## config.mk

```make
export PLATFORM = sky130hd
export DESIGN_NAME = fetch_unit
export DESIGN_NICKNAME = d
export VERILOG_FILES = /design/src/rtl/fetch_unit.sv
export SDC_FILE = /design/constraint.sdc
export NUM_CORES = 1
export LEC_CHECK = 0
export ABC_AREA = 1
export BUFFER_PORTS_ARGS = -buffer_cell sky130_fd_sc_hd__buf_4
export CORE_MARGIN = 10
export CORE_UTILIZATION = 30
export DETAILED_ROUTE_END_ITERATION = 6
export PLACE_DENSITY = 0.52
export SYNTH_ARGS = -nofsm -noshare
export SYNTH_HDL_FRONTEND = slang
export SYNTH_SLANG_ARGS = --single-unit
```

## constraint.sdc

```tcl
create_clock -name clk_i -period 5.7 [get_ports clk_i]
set_input_delay 0.57 -clock clk_i [delete_from_list [all_inputs] [get_ports clk_i]]
set_output_delay 0.57 -clock clk_i [all_outputs]
set_load 0.02 [all_outputs]
```

## src/rtl/fetch_unit.sv

```systemverilog
// fetch_unit: PC generator feeding a DEPTH-entry {instr, pc} queue toward the decoder, with redirect flush.
// Ports: clk_i/rst_i (sync active-high) clock and reset; pc_addr_o/instr_i combinational imem lookup;
// redirect_i/redirect_pc_i branch redirect; valid_o/ready_i/instr_o/pc_o/pc_plus4_o head handshake; full_o queue full.
module fetch_unit #(
  parameter logic [31:0] RESET_PC = 32'h0000_0000,
  parameter int DEPTH = 4
) (
  input  logic        clk_i,
  input  logic        rst_i,
  output logic [31:0] pc_addr_o,
  input  logic [31:0] instr_i,
  input  logic        redirect_i,
  input  logic [31:0] redirect_pc_i,
  output logic        valid_o,
  input  logic        ready_i,
  output logic [31:0] instr_o,
  output logic [31:0] pc_o,
  output logic [31:0] pc_plus4_o,
  output logic        full_o
);
  localparam int AW = $clog2(DEPTH);
  localparam logic [AW:0] DEPTH_C = (AW+1)'(DEPTH);
  logic [31:0] fpc;
  logic [AW-1:0] rd_ptr, wr_ptr;
  logic [AW:0] count;
  logic [31:0] q_instr [DEPTH];
  logic [31:0] q_pc [DEPTH];
  logic pop, push;
  assign pc_addr_o  = fpc;
  assign valid_o    = count != '0;
  assign full_o     = count == DEPTH_C;
  assign pop        = valid_o & ready_i & ~redirect_i;
  assign push       = ~redirect_i & (~full_o | pop);
  assign instr_o    = valid_o ? q_instr[rd_ptr] : 32'h0;
  assign pc_o       = valid_o ? q_pc[rd_ptr] : 32'h0;
  assign pc_plus4_o = valid_o ? q_pc[rd_ptr] + 32'd4 : 32'h0;
  always_ff @(posedge clk_i) begin
    if (rst_i) begin
      fpc    <= RESET_PC;
      rd_ptr <= '0;
      wr_ptr <= '0;
      count  <= '0;
    end else if (redirect_i) begin
      fpc    <= {redirect_pc_i[31:2], 2'b00};
      rd_ptr <= '0;
      wr_ptr <= '0;
      count  <= '0;
    end else begin
      fpc    <= push ? fpc + 32'd4 : fpc;
      wr_ptr <= push ? wr_ptr + 1'b1 : wr_ptr;
      rd_ptr <= pop ? rd_ptr + 1'b1 : rd_ptr;
      count  <= count + (AW+1)'(push) - (AW+1)'(pop);
    end
  end
  // Entry storage needs no reset: stale slots are never visible because outputs are masked by valid_o.
  always_ff @(posedge clk_i) begin
    if (!rst_i && push) begin
      q_instr[wr_ptr] <= instr_i;
      q_pc[wr_ptr]    <= fpc;
    end
  end
endmodule

```

==> parameters.txt <==
Parameter                              Value

Placed design
  Number of port buffers    189
  Half-perimeter wire length after placement    28.3 mm
  Cell area after placement    around 0.016 mm^2
  Number of cells in the design after placement    2250
  GPL Wtd Cong    0.868

Finish
  Fin cells    roughly 2300
  Post-route cell area    0.0167 mm^2
  Fraction of final layout cells with drive strength greater than 1    17.5%
  P&R area growth vs syn    21.0%
  Final-stage net count    1763
  Number of antenna repair diodes    0

Pwr
  VDD IR-drop max    0.180 mV
  Final Power    4.88 mW
  Leakage Power    ~6.6 nW
  Cell Pwr Density    293 mW/mm^2

Clocking
  Cts hold-fix bufs    0
  Clock Sinks    287
  Number of buffers created by CTS    34
  Clock tree from TritonCTS    built
  Number of cells upsized or downsized after cts    0
  Setup repair bufs after CTS    0
  H-tree depth reported by CTS    2
  CTS Root Cell    clkbuf_16
  Clock-pin slew of the registers on the worst-case setup and hold paths    0.06 ns
  Worst skew pair latency    0.53 ns
  Clock Path Buffers    3

Setup path
  Crit path max fanout    80
  Buffer and inverter count on the worst path    2
  Crit path largest cell delay    0.97 ns
  Top Family by Delay on Critical Path    simple AND/OR/NAND/NOR gates
  Data arrival time of the worst path    4.13 ns
  Slowest cell on crit path    dfxtp_4
  Critical path class    register to output pin
  Critical-path cell list    buf_4 > nand2_1 > nand2_1 > nand2_1 > nand2_1 > ha_1 > nand3_1 > nor2_2 > nand2_1 > nor2_2 > nor2_1 > a21oi_1 > buf_4
  Startpoint type of the worst setup path    register
  CP endpoint kind    output pin
  Most used cell, CP    nand2_1
  Required @ worst endpoint    roughly 5.1 ns

Timing
  Final cycle utilization of the critical path    82.4%
  Final-report max-slew violation count    0
  Relative slew margins    30.1%
  Count of endpoints failing setup in the final report    0
  Setup clock skew after layout    0.0327 ns
  Slew at the pin with the worst max-slew slack    1.05 ns
  Hold WS    0.249 ns
  Hold Fails Final Rpt    0
  Max frequency    ~0.21 GHz
  Unrepaired setup endpoints after global routing    false
  Crit path time final    4.70 ns
  Post-Route Setup TNS    0 ns

Global route
  Largest net degree at the start of global routing    86
  Number of global-route vias before repair    around 11000
  Total global routing track utilization    15.1%
  Total congestion overflow    0
  Antenna violations before repair    0
  First-pass GRT wire length    63.6 mm

Drt
  Detail Route Antenna Nets    0
  DR DRC count    0
  Detailed-routing iteration count for the pre-antenna-repair pass    5
  Average vias per placed instance    4.76
  Via count of the routed design    11000
  Wirelength per Cell    18.7 um
  Iter 0 DRT Violations    around 800
  Final Routed Wirelength    43.0 mm

Logic synthesis
  Summed instance area of the synthesized netlist    approximately 0.014 mm^2
  Gate Count Post-Synth    around 1500
  Post-synthesis register bit count    around 290
  Synth warn    0
  Number of unique standard cell types used by synthesis    42
  Proportion of register bits with asynchronous set or reset after synthesis    0%
  Prevailing post-synth register cell    edfxtp_1
  Mean post-synth cell area    9.07 um^2
  Post-synthesis sequential area ratio    59.7%
  Number of synthesized flops with an enable pin    248

Floorplanning
  Floorplan Core Area    between 0.04 and 0.05 mm^2
  FP Rows    between 70 and 80
  Die outline area    0.0549 mm^2
  Die Ht    around 230 um
  Boundary pin count    ~200
  Effective utilization at floorplan    30.4%
  Die span in x    234 um

Run status
  Run status    completed

Run
  Max-cap violations    0

Min path
  Min-delay worst type    input pin to register
## synth_stat cells, types with 5 or more instances
master / instances / area [um^2]
a21oi_1: 70 / 350
a22oi_1: 5 / 37.5
a31oi_1: 7 / 43.8
buf_1: 9 / 33.8
buf_2: 21 / 105
buf_4: 12 / 90.1
buf_6: 8 / 90.1
clkbuf_1: 22 / 82.6
dfxtp_1: 39 / 781
edfxtp_1: 248 / 7450
ha_1: 8 / 100
inv_1: 83 / 312
inv_2: 7 / 26.3
nand2_1: 414 / 1550
nand2_2: 20 / 125
nand3_1: 103 / 515
nand4_1: 8 / 50.1
nor2_1: 256 / 961
nor2_2: 10 / 62.6
nor2_4: 5 / 56.3
nor3_1: 20 / 100
o21ai_0: 105 / 526
xor2_1: 10 / 87.6
## sequential cells by signal (all words and copies together), names as in the netlist, named ones only
signal / count
q_instr: 128
q_pc: 120
pc_addr_o: 30
count: 3
rd_ptr: 2
wr_ptr: 2
## per-layer routing
layer	global-route usage, %	part of all wire (%)
met1	20.2	45
met5	0	0
met4	4.29	2.2
met3	2.63	5.6
met2	24.8	47
## layout by cell type (no fill, tap or decap), types with 2 or more instances in the layout
cell type / instances
or2_2: 3
nand2_2: 20
o211ai_1: 3
nor3_1: 19
nand3_2: 2
nand4_1: 8
a22oi_1: 5
nand2_1: 414
xor2_1: 10
ha_1: 8
nor2_1: 252
a211oi_1: 3
a21oi_1: 70
edfxtp_1: 248
conb_1: 6
nand3_1: 103
inv_2: 7
o21ai_0: 105
nor2_4: 9
inv_6: 2
clkinv_2: 3
and2_1: 3
dfxtp_1: 37
inv_1: 83
a31oi_1: 7
buf_4: 200
clkbuf_1: 5
clkinv_1: 7
clkbuf_16: 34
nor2_2: 10
## metrics by stage
stage          util (%)  setup WS [ns]
2_1_floorplan         -           1.40
3_3_place_gp       34.5           1.51
3_5_place_dp       34.5           1.51
4_1_cts            36.7          0.927
5_1_grt            36.7          0.644
6_report           36.7           1.00
## area by class of cell
cell class              count  area (um^2)
clock inverters            15          113
flip-flops and latches    287         8230
multi-input cells        1071         4820
clock buffers              40          883
well taps                 600          751
repair buffers            201         1520
fillers                  4603        28700
inverters                  91          344
## worst reg2reg max path, delay by kind of cell (launching register included)
kind          cells  cell delay (ns)
buf+inv           1             0.50
flops             1             0.41
simple gates      5             1.64
## power by group
| group | total, mW | switching (mW) | internal [mW] | leakage [nW] |
|---|---|---|---|---|
| logic | 0.490 | 0.323 | 0.167 | 3.55 |
| registers | 2.40 | 0.0586 | 2.34 | 2.59 |
| clock network | 1.99 | 0.840 | 1.15 | 0.485 |
## worst paths after layout
path / start / to / slack (ns) / cells after the start
hold / removal: instr_i[5] / q_instr[3][5]$_DFFE_PP_ / 0.25 / 1
hold reg to reg: rd_ptr[0]$_SDFFE_PP0P_ / register / 0.47 / 1
setup reg to reg: count[1]$_SDFF_PP0_ / q_instr[2][13]$_DFFE_PP_ / 2.78 / 6
setup / recovery: register / pc_plus4_o[12] / 1.00 / 13
## cells by family after synthesis
| kind of cell | count (synthesis) | synth area share [%] |
|---|---|---|
| other cells | 1 | 0.0272 |
| buf+inv | 165 | 5.67 |
| flops | 287 | 59.7 |
| fa+ha+maj | 9 | 0.872 |
| simple gates | 845 | 25.3 |
| compound gates | 200 | 7.67 |
| xor+xnor | 11 | 0.699 |
No activity file was read; power rests on OpenSTA's default activity.
